`src/rtl/ram_nport.sv`:
```
// ram_nport: N-port byte-enabled synchronous RAM with priority write arbitration and a sequential clear engine
module ram_nport #(
    parameter int ADDR_BITS = 3,
    parameter int WORD_BITS = 8,
    parameter int BYTE_BITS = 8,
    parameter int NUM_WORDS = 2**ADDR_BITS,
    parameter int NUM_PORTS = 2,
    parameter int READ_LATENCY = 1,
    parameter bit WRITE_FIRST = 1'b0,
    parameter logic [WORD_BITS-1:0] INIT_WORD = '1
) (
    input  logic                                         in_clk,
    input  logic                                         in_rst,
    input  logic                                         in_clear,
    input  logic [NUM_PORTS-1:0]                         in_read_ena,
    input  logic [NUM_PORTS-1:0]                         in_write_ena,
    input  logic [NUM_PORTS*(WORD_BITS/BYTE_BITS)-1:0]   in_byte_ena,
    input  logic [NUM_PORTS*ADDR_BITS-1:0]               in_addr,
    input  logic [NUM_PORTS*WORD_BITS-1:0]               in_data,
    output logic [NUM_PORTS*WORD_BITS-1:0]               out_data,
    output logic [NUM_PORTS-1:0]                         out_valid,
    output logic [NUM_PORTS-1:0]                         out_collision,
    output logic [NUM_PORTS-1:0]                         out_err,
    output logic                                         out_busy
);
    localparam int NUM_BYTES = WORD_BITS / BYTE_BITS;
    localparam int CNT_BITS = ADDR_BITS + 1;
    typedef enum logic {IDLE, CLEAR} state_t;
    state_t                       state_q, state_d;
    logic [CNT_BITS-1:0]          cnt_q, cnt_d;
    logic [WORD_BITS-1:0]         mem_q [NUM_WORDS] = '{default: INIT_WORD};
    logic [WORD_BITS-1:0]         mem_d [NUM_WORDS];
    logic [NUM_PORTS*WORD_BITS-1:0] rd_data_q, rd_data_d;
    logic [NUM_PORTS-1:0]         rd_valid_q, rd_valid_d;
    logic [NUM_PORTS-1:0]         col_q, col_d, err_q, err_d;
    logic [ADDR_BITS-1:0]         addr [NUM_PORTS];
    logic [NUM_PORTS-1:0]         in_rng, lost;
    for (genvar i = 0; i < NUM_PORTS; i++) begin : g_port
        assign addr[i] = in_addr[i*ADDR_BITS +: ADDR_BITS];
        assign in_rng[i] = int'(addr[i]) < NUM_WORDS;
    end
    // A writer loses to any lower-index port writing the same address, regardless of byte masks
    always_comb begin
        lost = '0;
        for (int p = 1; p < NUM_PORTS; p++)
            for (int q = 0; q < p; q++)
                if (in_write_ena[q] && in_write_ena[p] && addr[q] == addr[p]) lost[p] = 1'b1;
    end
    always_comb begin
        state_d = state_q;
        cnt_d = cnt_q;
        mem_d = mem_q;
        rd_data_d = '0;
        rd_valid_d = '0;
        col_d = '0;
        err_d = '0;
        if (state_q == CLEAR) begin
            mem_d[cnt_q[ADDR_BITS-1:0]] = '0;
            cnt_d = cnt_q + CNT_BITS'(1);
            state_d = (cnt_q == CNT_BITS'(NUM_WORDS - 1)) ? IDLE : CLEAR;
        end else begin
            state_d = in_clear ? CLEAR : IDLE;
            cnt_d = '0;
            for (int p = 0; p < NUM_PORTS; p++) begin
                err_d[p] = (in_read_ena[p] | in_write_ena[p]) & ~in_rng[p];
                col_d[p] = in_write_ena[p] & in_rng[p] & lost[p];
                if (in_write_ena[p] && in_rng[p] && !lost[p])
                    for (int b = 0; b < NUM_BYTES; b++)
                        if (in_byte_ena[p*NUM_BYTES + b])
                            mem_d[addr[p]][b*BYTE_BITS +: BYTE_BITS] = in_data[p*WORD_BITS + b*BYTE_BITS +: BYTE_BITS];
            end
            // mem_d already carries the winning writers' bytes, which is the write-first view
            for (int p = 0; p < NUM_PORTS; p++)
                if (in_read_ena[p] && in_rng[p]) begin
                    rd_valid_d[p] = 1'b1;
                    rd_data_d[p*WORD_BITS +: WORD_BITS] = WRITE_FIRST ? mem_d[addr[p]] : mem_q[addr[p]];
                end
        end
    end
    always_ff @(posedge in_clk or posedge in_rst)
        if (in_rst) begin
            state_q <= IDLE;
            cnt_q <= '0;
            rd_data_q <= '0;
            rd_valid_q <= '0;
            col_q <= '0;
            err_q <= '0;
        end else begin
            state_q <= state_d;
            cnt_q <= cnt_d;
            rd_data_q <= rd_data_d;
            rd_valid_q <= rd_valid_d;
            col_q <= col_d;
            err_q <= err_d;
        end
    always_ff @(posedge in_clk)
        mem_q <= mem_d;
    if (READ_LATENCY == 2) begin : g_lat2
        logic [NUM_PORTS*WORD_BITS-1:0] out_data_q;
        logic [NUM_PORTS-1:0]           out_valid_q;
        always_ff @(posedge in_clk or posedge in_rst)
            if (in_rst) begin
                out_data_q <= '0;
                out_valid_q <= '0;
            end else begin
                out_data_q <= rd_data_q;
                out_valid_q <= rd_valid_q;
            end
        assign out_data = out_data_q;
        assign out_valid = out_valid_q;
    end else begin : g_lat1
        assign out_data = rd_data_q;
        assign out_valid = rd_valid_q;
    end
    assign out_collision = col_q;
    assign out_err = err_q;
    assign out_busy = state_q == CLEAR;
endmodule

```
`config.mk`:
```
export PLATFORM = sky130hd
export DESIGN_NAME = ram_nport
export DESIGN_NICKNAME = d
export VERILOG_FILES = /design/src/rtl/ram_nport.sv
export SDC_FILE = /design/constraint.sdc
export NUM_CORES = 1
export LEC_CHECK = 0
export CAP_MARGIN = 15
export CORE_ASPECT_RATIO = 1.75
export CORE_UTILIZATION = 60
export CTS_BUF_LIST = sky130_fd_sc_hd__clkbuf_4
export CTS_CLUSTER_DIAMETER = 120
export DETAILED_ROUTE_END_ITERATION = 10
export GPL_TIMING_DRIVEN = 1
export HOLD_SLACK_MARGIN = 0.05
export PLACE_DENSITY = 0.92
export SETUP_SLACK_MARGIN = 0.05
export SLEW_MARGIN = 20
export SYNTH_ARGS = -nofsm -noshare
export SYNTH_HDL_FRONTEND = slang
export SYNTH_SLANG_ARGS = --single-unit
```
`constraint.sdc`:
```
create_clock -name in_clk -period 2 [get_ports in_clk]
set_input_delay 0.2 -clock in_clk [delete_from_list [all_inputs] [get_ports in_clk]]
set_output_delay 0.2 -clock in_clk [all_outputs]
set_load 0.005 [all_outputs]
```
==> report_table.html <==
<table>
<tr><th>Metric</th><th>Value</th></tr>
<tr><th colspan="2">Worst hold path</th></tr>
<tr><td>Worst hold path class</td><td>in2async</td></tr>
<tr><th colspan="2">Setup path</th></tr>
<tr><td>Slowest cell on the critical path</td><td>sky130_fd_sc_hd__a31oi_1</td></tr>
<tr><td>Critical-path cell list</td><td>inv_2 &gt; a31oi_1 &gt; a32oi_1 &gt; o31ai_2</td></tr>
<tr><td>Worst-case reg-to-reg path depth</td><td>4</td></tr>
<tr><td>Arrival time at the worst endpoint</td><td>2.31 ns</td></tr>
<tr><td>Sort of element at the end of the critical path</td><td>flop</td></tr>
<tr><td>Worst-path maximum fanout</td><td>17</td></tr>
<tr><td>Stage delay of the slowest cell on the critical path</td><td>0.86 ns</td></tr>
<tr><td>Register-to-Register Setup Slack</td><td>0.09 ns</td></tr>
<tr><td>Type of the worst setup path</td><td>reg2reg</td></tr>
<tr><td>Endpoint of the worst register-to-register path</td><td>mem_q[29]$_DFF_P_</td></tr>
<tr><td>Worst r2r src</td><td>out_busy$_DFF_PP0_</td></tr>
<tr><td>Worst setup path startpoint</td><td>out_busy$_DFF_PP0_</td></tr>
<tr><td>Required arrival time at the worst endpoint</td><td>2.40 ns</td></tr>
<tr><td>Launching element type of the critical path</td><td>flop</td></tr>
<tr><td>Critical path destination</td><td>mem_q[29]$_DFF_P_</td></tr>
<tr><th colspan="2">Power</th></tr>
<tr><td>Part of the total power dissipated in combinational logic</td><td>44.2%</td></tr>
<tr><td>Cell-internal power</td><td>4260 µW</td></tr>
<tr><td>Fraction of power consumed by the clock network</td><td>15.5%</td></tr>
<tr><td>Sw power</td><td>3170 µW</td></tr>
<tr><td>Power density over the cells</td><td>1100 nW/µm²</td></tr>
<tr><td>Leak pwr</td><td>0.00242 µW</td></tr>
<tr><td>Worst ir drop on vdd</td><td>0.000749 V</td></tr>
<tr><td>Switching fraction of total power</td><td>42.6%</td></tr>
<tr><td>Sequential share of power</td><td>40.4%</td></tr>
<tr><th colspan="2">Route</th></tr>
<tr><td>Routed Antenna Nets</td><td>0</td></tr>
<tr><td>Iteration-0 DRC count of the detailed router</td><td>576</td></tr>
<tr><td>Number of detailed-routing iterations run before antenna repair</td><td>7</td></tr>
<tr><td>Avg WL per Cell</td><td>25.4 µm</td></tr>
<tr><td>Remaining DRCs</td><td>0</td></tr>
<tr><td>WL final</td><td>16900 µm</td></tr>
<tr><td>Vias per cell</td><td>7.37</td></tr>
<tr><td>Via count</td><td>4908</td></tr>
<tr><th colspan="2">Synth</th></tr>
<tr><td>Yosys Warn Count</td><td>0</td></tr>
<tr><td>Number of enable flip-flop cells after synthesis</td><td>0</td></tr>
<tr><td>Yosys top cell by area</td><td>sky130_fd_sc_hd__dfxtp_1</td></tr>
<tr><td>Largest cells by area after synthesis</td><td>sky130_fd_sc_hd__dfxtp_1 22%, sky130_fd_sc_hd__o31ai_2 14%, sky130_fd_sc_hd__mux2i_1 14%</td></tr>
<tr><td>Count of mapped cells out of synthesis</td><td>485</td></tr>
<tr><td>Async SR Flop Fraction</td><td>27.3%</td></tr>
<tr><td>Area share of the largest cell type after synthesis</td><td>22.4%</td></tr>
<tr><td>Post-synthesis sequential area ratio</td><td>32.9%</td></tr>
<tr><td>Number of library cell types mapped by synthesis</td><td>42</td></tr>
<tr><td>Prevailing post-synth register cell</td><td>sky130_fd_sc_hd__dfxtp_1</td></tr>
<tr><td>Synthesized area divided by synthesized cell count</td><td>11.8 µm²</td></tr>
<tr><td>Netlist Area Pre-Place</td><td>5730 µm²</td></tr>
<tr><td>Register bit total from synthesis</td><td>88</td></tr>
<tr><th colspan="2">Clocking</th></tr>
<tr><td>Post-CTS sizing</td><td>0</td></tr>
<tr><td>Count of H-tree levels built during CTS</td><td>3</td></tr>
<tr><td>Count of hold buffers inserted by post-cts repair</td><td>0</td></tr>
<tr><td>CTS tree</td><td>done</td></tr>
<tr><td>Root cell of the clock tree</td><td>sky130_fd_sc_hd__clkbuf_4</td></tr>
<tr><td>Number of buffers inserted by post-CTS setup repair</td><td>0</td></tr>
<tr><td>Clock transition at the register clock pins on the worst setup and hold paths after CTS</td><td>0.13 ns</td></tr>
<tr><td>Clock insertion delay at the later pin of the skew report</td><td>0.49 ns</td></tr>
<tr><td>Longest Clk Path Bufs</td><td>2</td></tr>
<tr><td>Inserted Clock Buffers</td><td>9</td></tr>
<tr><td>Clock tree sinks</td><td>88</td></tr>
<tr><th colspan="2">Layout</th></tr>
<tr><td>Commonest cells after routing, fill and taps aside</td><td>78 x sky130_fd_sc_hd__mux2i_1, 64 x sky130_fd_sc_hd__a32oi_1, 64 x sky130_fd_sc_hd__o31ai_2, 64 x sky130_fd_sc_hd__dfxtp_1, 50 x sky130_fd_sc_hd__clkdlybuf4s50_1</td></tr>
<tr><td>Filler cells</td><td>563</td></tr>
<tr><td>Leading cell type in the layout, fill and taps excluded</td><td>sky130_fd_sc_hd__mux2i_1</td></tr>
<tr><td>Number of nets in the final layout</td><td>572</td></tr>
<tr><td>Final cell utilization of the core</td><td>73.6%</td></tr>
<tr><td>Fraction of final layout cells sized beyond drive strength 1</td><td>34.5%</td></tr>
<tr><td>Area growth from synthesis to layout</td><td>17.6%</td></tr>
<tr><th colspan="2">Floorplan</th></tr>
<tr><td>Height of the die</td><td>131 µm</td></tr>
<tr><td>Die Width</td><td>75.9 µm</td></tr>
<tr><td>Ports placed on the boundary</td><td>54</td></tr>
<tr><td>Placeable core region</td><td>9150 µm²</td></tr>
<tr><td>Initial Utilization</td><td>62.6%</td></tr>
<tr><td>Die ar.</td><td>9950 µm²</td></tr>
<tr><td>Placement Rows</td><td>46</td></tr>
<tr><th colspan="2">STA</th></tr>
<tr><td>Final period demand of the worst path</td><td>1.91 ns</td></tr>
<tr><td>Total negative slack</td><td>0 ns</td></tr>
<tr><td>Final setup violation count</td><td>0</td></tr>
<tr><td>Worst Setup Slack, final</td><td>0.0865 ns</td></tr>
<tr><td>Fin crit share</td><td>95.7%</td></tr>
<tr><td>Final Hold Viols</td><td>0</td></tr>
<tr><td>Worst-margin pin slew</td><td>1.15 ns</td></tr>
<tr><td>Timing-limited maximum frequency</td><td>523 MHz</td></tr>
<tr><td>Normalized max-slew margin</td><td>22.8%</td></tr>
<tr><td>Final slew viol count</td><td>0</td></tr>
<tr><td>Setup Skew</td><td>0.0212 ns</td></tr>
<tr><td>Unrepaired setup endpoints after global routing</td><td>no</td></tr>
<tr><th colspan="2">Placed design</th></tr>
<tr><td>HPWL reported at the end of detailed placement</td><td>12400 µm</td></tr>
<tr><td>Quantity of I/O buffers inserted on ports</td><td>50</td></tr>
<tr><td>Routability-driven placement congestion ratio</td><td>1.01</td></tr>
<tr><td>Setup slack at placement</td><td>-0.136 ns</td></tr>
<tr><th colspan="2">Global routing</th></tr>
<tr><td>Vias in the first global route</td><td>4983</td></tr>
<tr><td>Total global routing overflow</td><td>0</td></tr>
<tr><td>All-layer global routing usage</td><td>36.4%</td></tr>
<tr><td>Pin count of the biggest net entering global routing</td><td>34</td></tr>
<tr><td>Wire length of the first global-routing pass</td><td>26500 µm</td></tr>
<tr><td>Number of antenna violations at the first check in global routing</td><td>1</td></tr>
<tr><th colspan="2">Status</th></tr>
<tr><td>Run status</td><td>finished clean</td></tr>
<tr><th colspan="2">Job</th></tr>
<tr><td>Max-Cap Viols</td><td>0</td></tr>
</table>
[cell families after synthesis]
group                    count (synthesis)  synth area share (%)
multiplexers                           114                  26.2
buffers and inverters                   70                  6.55
XOR/XNOR                                 5                  1.35
AO/OA/AOI/OAI                          144                  26.4
AND/OR/NAND/NOR                         62                  6.34
flip-flops                              88                  32.9
other                                    1                0.0655
adder cells (fa/ha/maj)                  1                 0.218
[area by class of cell]
type / instances / area, µm² / share of cell area (%)
Clock buffer: 12 / 90.1 / 1.34
Antenna cell: 1 / 2.50 / 0.0372
Multi-Input combinational cell: 329 / 3480 / 51.7
Timing Repair Buffer: 105 / 1030 / 15.2
Sequential cell: 88 / 1890 / 28.0
Clock inverter: 4 / 68.8 / 1.02
Tap cell: 120 / 150 / 2.23
Inverter: 7 / 26.3 / 0.390
[worst max-delay path: cells and delay by family, from the launching register on]
| family | cells | cell delay (ns) |
|---|---|---|
| compound gates | 3 | 1.15 |
| flops | 1 | 0.55 |
| buf+inv | 1 | 0.13 |
[routing by layer]
layer | track usage (%) | routed length (µm) | vias to the layer above
li1 | - | - | 2051
met1 | 41.3 | 5520 | 2332
met2 | 55.6 | 8210 | 394
met3 | 10.7 | 1700 | 131
met4 | 27.3 | 1510 | 0
met5 | 0 | 0 | -
[cell usage after synthesis, drive strengths merged (2+ instances only)]
master and n:
nor2b 10, dfxtp 64, nand3b 2, nand2b 2, nor2 28, inv 7
and2 11, o31a 2, nand3 2, mux2 8, o31ai 64, dfrtp 24
a41oi 3, a32oi 64, mux2i 78, a22oi 4, clkbuf 11, nand2 3
a31oi 3, xnor2 5, or3 2, buf 52, a21oi 4, mux4 28
[how the worst min path moves through the flow]
stage                                   endpoint  slack (ns)  depth (start not counted)
after detailed placement        mem_q[4]$_DFF_P_        0.52                          2
after floorplan               cnt_q[0]$_DFF_PP0_        0.21                          1
after CTS                     cnt_q[3]$_DFF_PP0_        0.06                          3
final                         cnt_q[1]$_DFF_PP0_        0.04                          3
after global placement          mem_q[4]$_DFF_P_        0.49                          2
after global routing      out_data[12]$_DFF_PP0_        0.12                          3
[stage by stage]
step / instances / hold WS (ns) / total power (µW) / area [µm²]
after floorplan: 487 / 0.215 / 5140 / 5730
final: 666 / 0.0414 / 7430 / 6730
after global routing: 666 / 0.118 / 7730 / 6730
after global placement: 649 / 0.495 / 5940 / 6570
after detailed placement: 649 / 0.516 / 6140 / 6570
after CTS: 665 / 0.0555 / 7270 / 6720
[sequential cells by signal (all words and copies together) (netlist names)]
register and flops:
out_collision 1, cnt_q 4, out_valid 2, mem_q 64, out_data 16, out_busy 1
[power by group through the flow]
| stage | Clock [µW] | Sequential [µW] | Combinational, µW |
|---|---|---|---|
| final | 1150 | 3000 | 3280 |
| after floorplan | 0 | 2720 | 2420 |
| after CTS | 1140 | 2950 | 3170 |
| after global placement | 0 | 2940 | 3010 |
| after detailed placement | 0 | 2990 | 3150 |
| after global routing | 1220 | 3050 | 3460 |
Note: power is estimated with default switching activity, not from simulation.
